File: src/rtl/key_debounce.sv
// Four-channel pushbutton debouncer with press/release edge pulses and
// per-key auto-repeat. Each key runs through its own synchronizer bit,
// stability counter and repeat FSM; the channels share nothing but the clock.
module key_debounce #(
    parameter int unsigned DEBOUNCE_CYCLES = 1000000,
    parameter int unsigned REPEAT_DELAY    = 25000000,
    parameter int unsigned REPEAT_RATE     = 5000000
) (
    input  logic       iCLK_50,
    input  logic       iRST,
    input  logic [3:0] iKEY,
    output logic [3:0] oKEY_STATE,
    output logic [3:0] oPRESS,
    output logic [3:0] oRELEASE,
    output logic [3:0] oREPEAT
);

    localparam int unsigned DbW    = $clog2(DEBOUNCE_CYCLES + 1);
    localparam int unsigned RepMax = (REPEAT_DELAY > REPEAT_RATE) ? REPEAT_DELAY : REPEAT_RATE;
    localparam int unsigned RepW   = $clog2(RepMax + 1);

    localparam logic [DbW-1:0]  DbLast    = DbW'(DEBOUNCE_CYCLES - 1);
    localparam logic [RepW-1:0] DelayLast = RepW'(REPEAT_DELAY - 1);
    localparam logic [RepW-1:0] RateLast  = RepW'(REPEAT_RATE - 1);

    typedef enum logic [1:0] {
        StIdle,
        StDelay,
        StRepeat
    } rep_state_e;

    logic [3:0] sync1_q;
    logic [3:0] sync2_q;
    logic [3:0] pressed_s;

    // Two-flop synchronizer; resets to the released (high) level.
    always_ff @(posedge iCLK_50 or posedge iRST) begin
        if (iRST) begin
            sync1_q <= 4'hF;
            sync2_q <= 4'hF;
        end else begin
            sync1_q <= iKEY;
            sync2_q <= sync1_q;
        end
    end

    // Keys are active-low on the pins; everything downstream is active-high.
    assign pressed_s = ~sync2_q;

    for (genvar g = 0; g < 4; g++) begin : g_ch
        logic [DbW-1:0]  db_cnt_q, db_cnt_d;
        logic            level_q, level_d;
        logic            press_q, press_d;
        logic            release_q, release_d;
        logic            accept_press, accept_release;
        rep_state_e      state_q, state_d;
        logic [RepW-1:0] rep_cnt_q, rep_cnt_d;
        logic            repeat_q, repeat_d;

        // Stability counter: runs while the input disagrees with the accepted level.
        always_comb begin
            db_cnt_d       = '0;
            level_d        = level_q;
            accept_press   = 1'b0;
            accept_release = 1'b0;
            if (pressed_s[g] != level_q) begin
                if (db_cnt_q == DbLast) begin
                    level_d        = ~level_q;
                    accept_press   = ~level_q;
                    accept_release = level_q;
                end else begin
                    db_cnt_d = db_cnt_q + 1'b1;
                end
            end
            press_d   = accept_press;
            release_d = accept_release;
        end

        // Repeat FSM; release wins over any repeat pulse due in the same cycle.
        always_comb begin
            state_d   = state_q;
            rep_cnt_d = rep_cnt_q;
            repeat_d  = 1'b0;
            if (accept_release) begin
                state_d   = StIdle;
                rep_cnt_d = '0;
            end else begin
                unique case (state_q)
                    StIdle: begin
                        if (accept_press) begin
                            state_d   = StDelay;
                            rep_cnt_d = '0;
                        end
                    end
                    StDelay: begin
                        if (rep_cnt_q == DelayLast) begin
                            state_d   = StRepeat;
                            rep_cnt_d = '0;
                            repeat_d  = 1'b1;
                        end else begin
                            rep_cnt_d = rep_cnt_q + 1'b1;
                        end
                    end
                    StRepeat: begin
                        if (rep_cnt_q == RateLast) begin
                            rep_cnt_d = '0;
                            repeat_d  = 1'b1;
                        end else begin
                            rep_cnt_d = rep_cnt_q + 1'b1;
                        end
                    end
                    default: begin
                        state_d   = StIdle;
                        rep_cnt_d = '0;
                    end
                endcase
            end
        end

        // Channel state and registered output pulses.
        always_ff @(posedge iCLK_50 or posedge iRST) begin
            if (iRST) begin
                db_cnt_q  <= '0;
                level_q   <= 1'b0;
                press_q   <= 1'b0;
                release_q <= 1'b0;
                state_q   <= StIdle;
                rep_cnt_q <= '0;
                repeat_q  <= 1'b0;
            end else begin
                db_cnt_q  <= db_cnt_d;
                level_q   <= level_d;
                press_q   <= press_d;
                release_q <= release_d;
                state_q   <= state_d;
                rep_cnt_q <= rep_cnt_d;
                repeat_q  <= repeat_d;
            end
        end

        assign oKEY_STATE[g] = level_q;
        assign oPRESS[g]     = press_q;
        assign oRELEASE[g]   = release_q;
        assign oREPEAT[g]    = repeat_q;
    end

endmodule

File: config.mk
export PLATFORM = sky130hd
export DESIGN_NAME = key_debounce
export DESIGN_NICKNAME = d
export VERILOG_FILES = /design/src/rtl/key_debounce.sv
export SDC_FILE = /design/constraint.sdc
export NUM_CORES = 1
export LEC_CHECK = 0
export ABC_AREA = 1
export BUFFER_PORTS_ARGS = -buffer_cell sky130_fd_sc_hd__buf_2
export CORE_MARGIN = 3
export CORE_UTILIZATION = 40
export DETAILED_ROUTE_END_ITERATION = 10
export GPL_ROUTABILITY_DRIVEN = 1
export PLACE_DENSITY = 0.65
export SYNTH_ARGS = -nofsm -noshare
export SYNTH_HDL_FRONTEND = slang
export SYNTH_SLANG_ARGS = --single-unit
File: constraint.sdc
create_clock -name iCLK_50 -period 21 [get_ports iCLK_50]
set_input_delay 4.2 -clock iCLK_50 [delete_from_list [all_inputs] [get_ports iCLK_50]]
set_output_delay 4.2 -clock iCLK_50 [all_outputs]
set_load 0.005 [all_outputs]
==> out/results.ini <==
[drt]
vias=12700
drt_iter0_markers=771
drt-total-wl_um=31200
wl_met1_um=15000
dr.pass1.iters=5
avgViaCountPerCell=5.03
post_drt_wl_per_cell_um=12.4
highest_layer=met4
dr_wl_met3_um=1060
post-route-drc-count=0
dr_wl_met2_um=14700
drtAntennaViolNets=0

[clock_tree]
cts_max_level=1
clkTransAtPathRegs_ns=0.06
cts_setup_buffers=0
cts_resized=0
cts.sinks=212
clk-insertion-delay-late_ns=0.54
cts_root_buf=clkbuf_16
cts_tree=built
hold_buffers=0
cts_buffers=26
cts.path.max_buffers=3

[critical_path]
end_kind=output port
arrival_ns=1.11
r2r_cells=8
start_kind=flip-flop
required_ns=16.80
crit_family=flip-flops
crit_buf_inv=1
r2r_setup_slack_ns=18.54
crit_path_top_delay_cell=dfrtp_1
slowest_delay_ns=0.42
cp_max_fo=5
worstPathCellList=buf_2
critical_path_depth=1
worstSetupPathType=reg -> out

[logic_synthesis]
synth_fp_nets=2084
netlist_top_cells_count=553 x nand2_1, 338 x nor2_1, 283 x inv_1
synth_edf_count=0
synth_cell_types=49
synth.top_cells.by_area=dfrtp_1 37%, nand2_1 15%, nor2_1 9.1%, inv_1 7.6%, nand3_1 5.6%
avgSynthCellArea_um2=6.79
yosys_warnings=0
netlist_area_um2=14000
async_flop_share_pct=100
syn_inst=2054
synth_area_leader_cell=dfrtp_1
synth_top_area_share_pct=36.6
ys_ff_latch=212
synth-main-ff-cell=dfrtp_1
yosysMostFrequentCell=nand2_1
ys_seq_area_share_pct=38.1

[pwr]
p_comb_share_pct=1.9
irDropWorstVdd_v=0.0000612
p_per_area_nw_per_um2=58.5
switching_share_pct=21.6
p_int_w=0.000697
p_leak_nw=7.20
switching_power_w=0.000192
seqPwrFrac_pct=46.6
power_frac_clock_pct=51.5

[timing]
min_period_ns=5.31
setup_viol=0
tns_ns=0
max_freq_ghz=0.188
hold_viol=0
worst_slew_pin_slew_ns=0.897
relSlewSlack_pct=40.2
rsz0062_at_grt=false
slew_viol_final=0
fin_crit_sh_pct=25.3
fin_skew_ns=0.0223

[final_layout]
drive_gt1_share_pct=7.66
post-route-cell-area_um2=15200
area_delta_synth_final_pct=8.76
multi_input_area_um2=7200
nFillCells=3522
regArea_um2=5320
antenna_cells=0
num-nets-final=2087

[floorplanning]
start_util_pct=41.1
io_pins=22
rows=67
die_h_um=193
chipWidth_um=193
core_area_um2=34000
die_area_um2=37200

[global_route]
grt_max_degree=82
grt_pass1_wl_um=55700
grt_usage_pct=17.4
antenna_found_initial=0
grt_pass1_vias=12100
overflow=0

[run]
drv_cap=0

[placement]
dpl.hpwl_um=22800
portBuffers=21
place_congestion=0.876
placed_cell_area_um2=14300

[status]
status=finished, final reports clean

[worst_hold_path]
hp-class=reg -> reg
min_path_cells=0

[per-stage QoR]
step / worst slack, ns / power (W) / hold WS [ns] / util, % / std cells
after floorplan: 11.02 / 0.000433 / 0.345 / - / 2054
after global placement: 15.23 / 0.000439 / 0.346 / 42.1 / 2477
after detailed placement: 15.22 / 0.000439 / 0.347 / 42.1 / 2477
after CTS: 15.65 / 0.000903 / 0.355 / 44.7 / 2524
after global routing: 15.59 / 0.000923 / 0.360 / 44.7 / 2524
final: 15.69 / 0.000889 / 0.355 / 44.7 / 2524
[power groups by stage]
stage | registers [W] | logic [W] | clock network, W
3_3_place_gp | 0.000421 | 0.0000179 | 0
6_report | 0.000414 | 0.0000171 | 0.000458
4_1_cts | 0.000414 | 0.0000182 | 0.000471
5_1_grt | 0.000414 | 0.0000206 | 0.000488
2_1_floorplan | 0.000421 | 0.0000127 | 0
3_5_place_dp | 0.000421 | 0.0000182 | 0
[kinds of logic after synthesis]
family	share of synthesized area (%)
simple gates	41.8
flops	38.1
fa+ha+maj	2.15
buf+inv	10.3
xor+xnor	2.38
compound gates	5.26
[layout by cell type (no fill, tap or decap), drive strengths merged, types with 3 or more instances in the layout]
cell,count
nand4,93
nor2,365
buf,24
bufinv,3
nand3,167
a21oi,79
nand3b,10
inv,289
o21ai,44
dfstp,8
nor3b,7
nor4,4
clkbuf,34
dfrtp,204
xnor2,9
nand2,577
a211oi,4
nor3,69
xor2,29
ha,24
or2,6
a31oi,4
clkinv,10
[final cells by class]
type	count	area share, %
multi-input combinational	1504	47.4
inverter	289	7.20
clock buffer	34	4.81
timing repair buffer	24	0.841
tap	448	3.69
clock inverter	13	1.02
sequential	212	35.0
[state kept, by name (all words and copies together) (netlist names)]
register and flops:
g_ch.rep_cnt_q 100, g_ch.db_cnt_q 80, g_ch.state_q 8, g_ch.level_q 4
g_ch.press_q 4, g_ch.release_q 4, g_ch.repeat_q 4, sync1_q 4
sync2_q 4
[layer usage]
layer	global-route usage, %	up-vias
li1	-	6532
met1	23.9	5904
met2	29.7	215
met3	2.09	34
met4	3.42	0
met5	0	-
[final timing paths]
check,endpoint,start
min,sync2_q[1]$_DFF_PP1_,sync1_q[1]$_DFF_PP1_
min in group asynchronous,g_ch[3].db_cnt_q[16]$_DFF_PP0_,iRST
max,oKEY_STATE[2],g_ch[2].level_q$_DFFE_PP0P_
max in group asynchronous,g_ch[0].rep_cnt_q[1]$_DFFE_PP0P_,iRST
min reg2reg,sync2_q[1]$_DFF_PP1_,sync1_q[1]$_DFF_PP1_
max reg2reg,g_ch[3].rep_cnt_q[16]$_DFFE_PP0P_,g_ch[3].db_cnt_q[0]$_DFF_PP0_
Note: power is estimated with default switching activity, not from simulation.
